$ cat src/rtl/hex_probe_latch.sv
// Probe capture stage feeding the hex display decoders.
// Debounced key toggles live/frozen; a value match freezes automatically.
module hex_probe_latch #(
    parameter int WIDTH           = 16,
    parameter int DEBOUNCE_CYCLES = 500000
) (
    input  logic             clk,
    input  logic             reset_n,
    input  logic [WIDTH-1:0] probe_in,
    input  logic             probe_valid,
    input  logic             match_en,
    input  logic [WIDTH-1:0] match_value,
    input  logic             key_n,
    output logic [WIDTH-1:0] nibbles,
    output logic             frozen,
    output logic             key_event
);

    localparam int CW = (DEBOUNCE_CYCLES > 1) ? $clog2(DEBOUNCE_CYCLES) : 1;
    localparam logic [CW-1:0] CNT_MAX = CW'(DEBOUNCE_CYCLES - 1);

    typedef enum logic {
        LIVE,
        FROZEN
    } state_e;

    state_e           state_q, state_d;
    logic [WIDTH-1:0] hold_q, hold_d;
    logic             sync1_q, sync2_q;
    logic             stable_q, stable_d;
    logic             stable_prev_q;
    logic [CW-1:0]    cnt_q, cnt_d;
    logic             event_q;
    logic             match_hit;

    assign match_hit = probe_valid & match_en & (probe_in == match_value);

    always_comb begin
        stable_d = stable_q;
        cnt_d    = '0;
        if (sync2_q != stable_q) begin
            if (cnt_q == CNT_MAX) begin
                stable_d = sync2_q;
            end else begin
                cnt_d = cnt_q + CW'(1);
            end
        end
    end

    always_comb begin
        state_d = state_q;
        hold_d  = hold_q;
        unique case (state_q)
            LIVE: begin
                if (match_hit) begin
                    hold_d  = probe_in;
                    state_d = FROZEN;
                end else if (event_q) begin
                    state_d = FROZEN;
                end else if (probe_valid) begin
                    hold_d = probe_in;
                end
            end
            FROZEN: begin
                if (event_q) begin
                    state_d = LIVE;
                end
            end
            default: state_d = LIVE;
        endcase
    end

    always_ff @(posedge clk or negedge reset_n) begin
        if (!reset_n) begin
            sync1_q       <= 1'b1;
            sync2_q       <= 1'b1;
            stable_q      <= 1'b1;
            stable_prev_q <= 1'b1;
            cnt_q         <= '0;
            event_q       <= 1'b0;
            state_q       <= LIVE;
            hold_q        <= '0;
        end else begin
            sync1_q       <= key_n;
            sync2_q       <= sync1_q;
            stable_q      <= stable_d;
            stable_prev_q <= stable_q;
            cnt_q         <= cnt_d;
            event_q       <= stable_prev_q & ~stable_q;
            state_q       <= state_d;
            hold_q        <= hold_d;
        end
    end

    assign nibbles   = hold_q;
    assign frozen    = (state_q == FROZEN);
    assign key_event = event_q;

endmodule

$ cat config.mk
export PLATFORM = sky130hd
export DESIGN_NAME = hex_probe_latch
export DESIGN_NICKNAME = d
export VERILOG_FILES = /design/src/rtl/hex_probe_latch.sv
export SDC_FILE = /design/constraint.sdc
export NUM_CORES = 1
export LEC_CHECK = 0
export ABC_AREA = 1
export CAP_MARGIN = 25
export CORE_MARGIN = 1
export CORE_UTILIZATION = 50
export DETAILED_ROUTE_END_ITERATION = 8
export GPL_TIMING_DRIVEN = 0
export PLACE_DENSITY = 0.78
export RECOVER_POWER = 100
export SYNTH_ARGS = -nofsm -noshare
export SYNTH_HDL_FRONTEND = slang
export SYNTH_SLANG_ARGS = --single-unit
$ cat constraint.sdc
create_clock -name clk -period 3.9 [get_ports clk]
set_clock_uncertainty 0.1 [all_clocks]
set_input_delay 0.975 -clock clk [delete_from_list [all_inputs] [get_ports clk]]
set_output_delay 0.975 -clock clk [all_outputs]
set_load 0.05 [all_outputs]
; ---- Word-level counts from Yosys, hierarchy flattened
; Index checks and enable logic that the tools add are counted.
[totals]
out_inout_bits = 18
input_bits = 37
regBits = 41
[classes]
addsub = 1
eq_ne = 4
n_bitwise = 5
n_mux = 9
n_reduce_logical = 3
[op_table]
columns = operator, n
row1 = $mux 16, 3
row2 = $mux 19, 2
row3 = $add 19x1->19 const B, 1
row4 = $eq 19x19->1 const B, 1
row5 = $eq 16x16->1, 1
row6 = $and 1x1->1, 3
row7 = $mux 1, 3
row8 = $reduce_and 3->1, 1
row9 = $ne 2x1->1 const B, 1
row10 = $not 1->1, 2
row11 = $pmux 1 s2, 1
row12 = $reduce_and 2->1, 1
row13 = $reduce_bool 2->1, 1
row14 = $ne 1x1->1, 1

; ---- Depth between registers and ports, before layout
; Gate-level depths: netlist of run 1.
[depth]
ltp_word = 4
ltp_mapped = 12

; ---- Worst setup path before layout of run 1
; OpenSTA, ideal clock, no wires.
[synth_timing]
path_type = input port to flip-flop
from = in match_value[0]
to = reg hold_q[0], in the netlist nibbles[0]
arrival_time_ps = 1850
setup_time_ps = 119
stages = 12
setup_slack_ps = 1831
cell_sequence = inv_1 -> nand2_1 -> nand2_1 -> nor2_1 -> nand2_1 -> nor2_1 -> nand3_1 -> nand2_2 -> nand2_4 -> buf_6 -> nand2_1 -> nand2_1
[synth_via]
elab_chain_len = 4
word_cells_on_any_way = 6
cone_classes = eq/ne (2) / mux (1) / bitwise (1) / reduce/logical (2)
[synth_lines]
columns = element, line
row1 = from (decl), 12  ; input logic [WIDTH-1:0] match_value,
row2 = $eq 16x16->1 (*), 36  ; assign match_hit = probe_valid & match_en & (probe_in == match_value);
row3 = $and 1x1->1 (*), 36
row4 = $ne 2x1->1 (no line) / $reduce_bool 2->1 (equally long branches), -
row5 = $reduce_and 3->1 (no line), -
row6 = to (signal assigned), 91  ; hold_q <= hold_d;
row7 = to (decl), 28  ; logic [WIDTH-1:0] hold_q, hold_d;
; Every way passes the cells marked *; elsewhere a longest branch is shown, timed or not.
; A chain may end at the register's enable or synchronous reset.

; ---- Worst setup path in the final report of run 1
[layout_timing]
from = in probe_in[1]
to = reg hold_q[14], in the netlist nibbles[14]
[layout_via]
elab_chain_len = 4
word_cells_on_any_way = 6
cone_classes = eq/ne (2) / mux (1) / bitwise (1) / reduce/logical (2)
[layout_lines]
columns = element, line
row1 = from (decl), 9  ; input logic [WIDTH-1:0] probe_in,
row2 = $eq 16x16->1 (*), 36
row3 = $and 1x1->1 (*), 36
row4 = $ne 2x1->1 (no line) / $reduce_bool 2->1 (equally long branches), -
row5 = $reduce_and 3->1 (no line), -
; Marks and branches as above.

==> metrics.md, run 1 <==
| Metric | Value |
|---|---|
| Status | `finished with violations` |
| Failing checks | `capacitance limit, slew limit` |
| F_max | `0.3412 GHz` |
| Pre-CTS WS | `1.073 ns` |
| Drt initial violations | `84` |
| Leading area contributor after synthesis | `dfrtp_1` |
| I/O pin cnt | `55` |
| Initial antenna violation count | `0` |
| Slew Limit Fails | `41` |
| Worst Hold Path Cells | `0` |
| Finish-stage setup viols | `0` |
| Worst Hold End | `sync2_q$_DFF_PN1_` |
| DIE AREA | `4779 sq um` |
| Final hold vios | `0` |
| Post-CTS Setup Inserts | `0` |
| CTS sink cnt | `41` |
| Hold_buf cts | `0` |
| Row cnt | `24` |
| Max FO, Critical Path | `10` |
| CTS Root Cell | `clkbuf_8` |
| Critical Path End Type | `flip-flop` |
| Yosys reg bits | `41` |
| P_leak | `1.393 nW` |
| Internal Power | `707.4 uW` |
| Top cells by area, synth | `dfrtp_1 41%, nand2_1 16%, inv_1 7.0%` |
| CP startpoint kind | `input pin` |
| HPWL after DPL | `3811 um` |
| WL/cell | `12.10 um` |
| Number of global-route vias before repair | `2018` |
| R2R Setup Slk | `1.39 ns` |
| Vias/cell | `4.945` |
| Hold path start | `sync1_q$_DFF_PN1_` |
| Fillers | `372` |
| Synth top area share | `0.4109` |
| Total power | `977.5 uW` |
| Commonest non-fill, non-tap cells in the layout | `98 x nand2_1, 42 x inv_1, 37 x nor2_1, 37 x dfrtp_1, 33 x clkdlybuf4s50_1` |
| Crit Path Class | `in -> reg` |
| Clk pin slew, worst setup/hold paths | `0.09 ns` |
| Clock power share | `0.349` |
| VDD IR-drop max | `0.3137 mV` |
| Largest net degree at the start of global routing | `41` |
| CTS tree | `done` |
| Port buffer count | `54` |
| Routability Congestion | `0.9118` |
| P per Cell Area | `332.9 nW/um^2` |
| Worst R2R End | `cnt_q[8]$_DFF_PN0_` |
| Clock buffer count from CTS | `5` |
| Hold Path Class | `reg -> reg` |
| Vias | `2067` |
| Seq pwr share | `0.464` |
| Max_slew headroom | `-0.3790` |
| First-pass GRT wire length | `9011 um` |
| Worst Reg-to-Reg Cells | `6` |
| CP arrival | `3.02 ns` |
| Fraction of layout cells with a size suffix above 1 | `0.06284` |
| RSZ-0062 raised after global routing | `false` |
| Die X | `69.13 um` |
| Post-Route WL | `5059 um` |
| GRT Residual Overflow | `0` |
| Syn nets | `341` |
| CTS resizes | `0` |
| Psw | `270.1 uW` |
| Core area | `4354 sq um` |
| Syn avg cell area | `7.437 sq um` |
| Worst-margin pin slew | `2.069 ns` |
| GRT Total Usage | `0.2330` |
| Clk_lat worst skew | `0.30 ns` |
| Multi-input gate area | `1015 sq um` |
| Period utilization | `0.7516` |
| Area Overhead vs Synth | `30.32%` |
| Worst EP required | `3.99 ns` |
| R2R Path Start | `cnt_q[0]$_DFF_PN0_` |
| Die Span Y | `69.13 um` |
| Synth unique cells | `27` |
| Post-synthesis sequential area ratio | `0.4575` |
| Initial cell density of the core | `0.5175` |
| Net switching fraction of the power | `0.2763` |
| Number of antenna repair diodes | `0` |
| DRC violation count after routing | `0` |
| Number of max-cap violations | `1` |
| H-tree levels | `2` |
| FF+latch area | `1031 sq um` |
| Mapped Area | `2253 sq um` |
| Most common cell after layout, fill and taps aside | `nand2_1` |
| Post-detailed-route count of antenna-violating nets | `0` |
| Fin Hold WS | `0.2590 ns` |
| Drt pass-1 iters | `4` |
| Slack of the critical path | `0.9689 ns` |
| Gate power share | `0.188` |
| Final setup TNS | `0 ns` |
| Yosys warnings | `0` |
| Mapped Cells | `303` |
| Final min period | `2.931 ns` |
| Fin nets | `403` |
| Clk buf depth | `2` |
## layer usage
layer | up-vias | part of all wire | GRT usage
met5 | - | 0 | 0
met4 | 0 | 0.0067 | 0.04762
met3 | 4 | 0.053 | 0.05263
met2 | 60 | 0.47 | 0.3991
met1 | 934 | 0.47 | 0.3027
li1 | 1069 | - | -
## cell usage after synthesis
| cell type | number |
|---|---|
| nand3_1 | 25 |
| buf_6 | 1 |
| nor4_1 | 2 |
| clkbuf_1 | 1 |
| nand2_1 | 96 |
| nand3_2 | 1 |
| buf_4 | 1 |
| xnor2_1 | 4 |
| o21ai_0 | 3 |
| a21boi_0 | 1 |
| nor2_2 | 3 |
| a21oi_1 | 8 |
| ha_1 | 1 |
| a211oi_2 | 1 |
| nor2_4 | 4 |
| nor2_1 | 35 |
| nor3b_1 | 4 |
| dfstp_2 | 4 |
| dfrtp_1 | 37 |
| inv_1 | 42 |
| o21ai_2 | 1 |
| nand4_1 | 6 |
| nor3_1 | 10 |
| inv_2 | 1 |
| nand2_4 | 1 |
| nand2_2 | 5 |
| xor2_1 | 5 |
## registers in the layout (all words and copies together) (netlist names)
signal,cells
cnt_q,19
sync1_q,1
stable_prev_q,1
key_event,1
nibbles,16
frozen,1
sync2_q,1
stable_q,1
## worst max path at each step
| stage | from | endpoint | depth (start not counted) |
|---|---|---|---|
| 3_5_place_dp | probe_in[1] | nibbles[14]$_DFFE_PN0P_ | 13 |
| 4_1_cts | frozen$_DFF_PN0_ | frozen | 1 |
| 6_report | probe_in[1] | nibbles[14]$_DFFE_PN0P_ | 13 |
| 2_1_floorplan | match_value[0] | nibbles[0]$_DFFE_PN0P_ | 12 |
| 5_1_grt | reset_n | cnt_q[9]$_DFF_PN0_ | 2 |
| 3_3_place_gp | reset_n | cnt_q[0]$_DFF_PN0_ | 1 |
## power by group through the flow
stage | logic (mW) | clock network, mW | registers, mW
floorplan | 0.0473 | 0 | 0.515
global placement | 0.190 | 0 | 0.462
detailed placement | 0.194 | 0 | 0.462
CTS | 0.195 | 0.350 | 0.454
global route | 0.200 | 0.366 | 0.456
finish | 0.184 | 0.341 | 0.453
## metrics by stage
step                      std cells  cell area, sq um    util
after floorplan                 303              2253       -
after global placement          409              2859  0.6566
after detailed placement        410              2874  0.6601
after CTS                       418              2985  0.6856
after global routing            418              2937  0.6744
final                           418              2937  0.6744
## critical path, cell delays in order
cell	delay, ns
dlygate4sd3_1	0.58
inv_1	0.05
nand2_1	0.05
nand2_1	0.04
nor2_1	0.09
nand2_1	0.05
nor2_1	0.12
nand3_1	0.12
nand2_1	0.21
nand2_1	0.21
clkbuf_1	0.29
nand2_1	0.14
nand2_1	0.07
## logic make-up after synthesis
kind of cell,synth area share
flip-flops,0.4575
adder cells (fa/ha/maj),0.005552
AO/OA/AOI/OAI,0.03720
AND/OR/NAND/NOR,0.3831
buffers and inverters,0.08162
XOR/XNOR,0.03498
## area by class of cell
cell class / count / share of cell area
Clock buffer: 6 / 0.02471
Clock inverter: 2 / 0.01321
Tap cell: 52 / 0.02216
Multi-Input combinational cell: 216 / 0.3455
Inverter: 43 / 0.05496
Timing Repair Buffer: 55 / 0.1832
Sequential cell: 41 / 0.3511
Buffer: 3 / 0.005113
No activity file was read; power rests on OpenSTA's default activity.
==> run 2, diff against run 1 <==
--- a/config.mk
+++ b/config.mk
@@ -8,10 +8,10 @@
 export ABC_AREA = 1
 export CAP_MARGIN = 25
 export CORE_MARGIN = 1
-export CORE_UTILIZATION = 50
+export CORE_UTILIZATION = 49
 export DETAILED_ROUTE_END_ITERATION = 8
 export GPL_TIMING_DRIVEN = 0
-export PLACE_DENSITY = 0.78
+export PLACE_DENSITY = 0.76
 export RECOVER_POWER = 100
 export SYNTH_ARGS = -nofsm -noshare
 export SYNTH_HDL_FRONTEND = slang
==> constraint.sdc (replaced) <==
create_clock -name clk -period 2.8 [get_ports clk]
set_clock_uncertainty 0.1 [all_clocks]
set_input_delay 0.7 -clock clk [delete_from_list [all_inputs] [get_ports clk]]
set_output_delay 0.7 -clock clk [all_outputs]
set_load 0.05 [all_outputs]
==> metrics.md, run 2 (same netlist as run 1, synthesis figures left out) <==
| Metric | Value |
|---|---|
| Core area | `4384 sq um (was 4354 sq um)` |
| Slack of the critical path | `0.4102 ns (was 0.9689 ns)` |
| Post-Route WL | `5148 um (was 5059 um)` |
| Failing checks | `capacitance limit, slew limit (unchanged)` |
| CTS Root Cell | `clkbuf_8 (unchanged)` |
| Clk_lat worst skew | `0.29 ns (was 0.30 ns)` |
| Die Span Y | `69.82 um (was 69.13 um)` |
| R2R Setup Slk | `0.61 ns (was 1.39 ns)` |
| Number of global-route vias before repair | `2041 (was 2018)` |
| CP startpoint kind | `flip-flop (was input pin)` |
| Period utilization | `0.8535` |
| WP depth | `1 (was 13)` |
| Port buffer count | `54 (unchanged)` |
| Vias | `2077 (was 2067)` |
| Drt initial violations | `84 (unchanged)` |
| GRT Residual Overflow | `0 (unchanged)` |
| Slew Limit Fails | `41 (unchanged)` |
| R2R Path Start | `cnt_q[0]$_DFF_PN0_ (unchanged)` |
| Critical Path Source | `frozen$_DFF_PN0_ (was probe_in[1])` |
| GRT Total Usage | `0.2328 (was 0.2330)` |
| Crit Path Class | `reg -> out (was in -> reg)` |
| Fraction of layout cells with a size suffix above 1 | `0.06557 (was 0.06284)` |
| Status | `finished with violations (unchanged)` |
| P per Cell Area | `484.2 nW/um^2 (was 332.9 nW/um^2)` |
| Max_slew headroom | `-0.1579 (was -0.3790)` |
| CTS resizes | `0 (unchanged)` |
| Post-CTS Setup Inserts | `0 (unchanged)` |
| FF+latch area | `1031 sq um (unchanged)` |
| Most common cell after layout, fill and taps aside | `nand2_1 (unchanged)` |
| Pre-CTS WS | `0.2589 ns (was 1.073 ns)` |
| Initial cell density of the core | `0.5140 (was 0.5175)` |
| Hold Path Class | `in -> async (was reg -> reg)` |
| Crit-path cells | `dlygate4sd3_1 (was dlygate4sd3_1 -> inv_1 -> nand2_1 -> nand2_1 -> nor2_1 -> nand2_1 -> nor2_1 -> nand3_1 -> nand2_1 -> nand2_1 -> clkbuf_1 -> nand2_1 -> nand2_1)` |
| Area Overhead vs Synth | `32.04% (was 30.32%)` |
| DRC violation count after routing | `0 (unchanged)` |
| Worst-margin pin slew | `1.734 ns (was 2.069 ns)` |
| Initial antenna violation count | `0 (unchanged)` |
| Crit path max-delay family | `buffers and inverters (was simple AND/OR/NAND/NOR gates)` |
| Fin nets | `403 (unchanged)` |
| Max FO, Critical Path | `4 (was 10)` |
| P_leak | `1.422 nW (was 1.393 nW)` |
| CP bufs+invs | `1 (was 3)` |
| Core Util, Final | `0.6787 (was 0.6744)` |
| Row cnt | `24 (unchanged)` |
| Vias/cell | `4.969 (was 4.945)` |
| HPWL after DPL | `3870 um (was 3811 um)` |
| VDD IR-drop max | `0.3884 mV (was 0.3137 mV)` |
| F_max | `0.4184 GHz` |
| CTS tree | `done (unchanged)` |
| Clock buffer count from CTS | `5 (unchanged)` |
| Clk buf depth | `2 (unchanged)` |
| RSZ-0062 raised after global routing | `false (unchanged)` |
| CP arrival | `1.59 ns (was 3.02 ns)` |
| Biggest register | `cnt_q (unchanged)` |
| Drt pass-1 iters | `4 (unchanged)` |
| Worst setup endpoint | `frozen (was nibbles[14]$_DFFE_PN0P_)` |
| Hold_buf cts | `0 (unchanged)` |
| Clk pin slew, worst setup/hold paths | `0.07 ns (was 0.09 ns)` |
| Max reg flops | `19 (unchanged)` |
| Routability Congestion | `0.8990 (was 0.9118)` |
| I/O pin cnt | `55 (unchanged)` |
| DIE AREA | `4874 sq um (was 4779 sq um)` |
| Worst Reg-to-Reg Cells | `9 (was 6)` |
| Number of antenna repair diodes | `0 (unchanged)` |
| Number of max-cap violations | `1 (unchanged)` |
| Worst R2R End | `cnt_q[18]$_DFF_PN0_ (was cnt_q[8]$_DFF_PN0_)` |
| CP max stage delay | `0.90 ns (was 0.58 ns)` |
| Total power | `1.441 mW (was 977.5 uW)` |
| Critical Path End Type | `output pin (was flip-flop)` |
| Worst-path cell with the longest stage delay | `dlygate4sd3_1 (unchanged)` |
| Finish-stage setup viols | `0 (unchanged)` |
| Largest net degree at the start of global routing | `41 (unchanged)` |
| Fillers | `405 (was 372)` |
| Multi-input gate area | `1015 sq um (unchanged)` |
| Post-detailed-route count of antenna-violating nets | `0 (unchanged)` |
| Fin Hold WS | `0.07511 ns (was 0.2590 ns)` |
| Commonest non-fill, non-tap cells in the layout | `97 x nand2_1, 42 x inv_1, 38 x nor2_1, 37 x dfrtp_1, 33 x clkdlybuf4s50_1 (was 98 x nand2_1, 42 x inv_1, 37 x nor2_1, 37 x dfrtp_1, 33 x clkdlybuf4s50_1)` |
| Die X | `69.82 um (was 69.13 um)` |
| First-pass GRT wire length | `8921 um (was 9011 um)` |
| Final min period | `2.390 ns` |
| H-tree levels | `2 (unchanged)` |
| Worst EP required | `2.00 ns (was 3.99 ns)` |
| WL/cell | `12.32 um (was 12.10 um)` |
| CTS sink cnt | `41 (unchanged)` |
| Final hold vios | `0 (unchanged)` |
[run 2: final cells by class]
class | instances | area share
buffer | 3 | 0.007569
clock buffer | 5 | 0.02313
clock inverter | 3 | 0.02187
inverter | 43 | 0.05425
multi-input combinational | 216 | 0.3410
sequential | 41 | 0.3465
tap | 52 | 0.02187
timing repair buffer | 55 | 0.1838
[run 2: metrics by stage]
stage | cell area, sq um | std cells | setup TNS [ns]
floorplan | 2253 | 303 | 0
global placement | 2859 | 409 | -3.694
detailed placement | 2874 | 410 | 0
CTS | 3008 | 418 | 0
global route | 2975 | 418 | 0
finish | 2975 | 418 | 0
[run 2: power breakdown]
group | switching [mW] | total, mW | internal (mW) | leakage [nW]
clock | 0.197 | 0.551 | 0.354 | 0.0681
combinational | 0.156 | 0.258 | 0.102 | 0.827
sequential | 0.0132 | 0.631 | 0.618 | 0.528
[run 2: layer usage]
layer / track usage / up-vias / part of all wire
li1: - / 1067 / -
met1: 0.2946 / 941 / 0.46
met2: 0.3771 / 59 / 0.47
met3: 0.05814 / 10 / 0.053
met4: 0.1022 / 0 / 0.023
met5: 0 / - / 0
[run 2: how the worst min path moves through the flow]
stage,startpoint,end
6_report,reset_n,nibbles[11]$_DFFE_PN0P_
5_1_grt,reset_n,nibbles[11]$_DFFE_PN0P_
4_1_cts,reset_n,nibbles[11]$_DFFE_PN0P_
3_5_place_dp,sync1_q$_DFF_PN1_,sync2_q$_DFF_PN1_
3_3_place_gp,sync1_q$_DFF_PN1_,sync2_q$_DFF_PN1_
2_1_floorplan,sync1_q$_DFF_PN1_,sync2_q$_DFF_PN1_
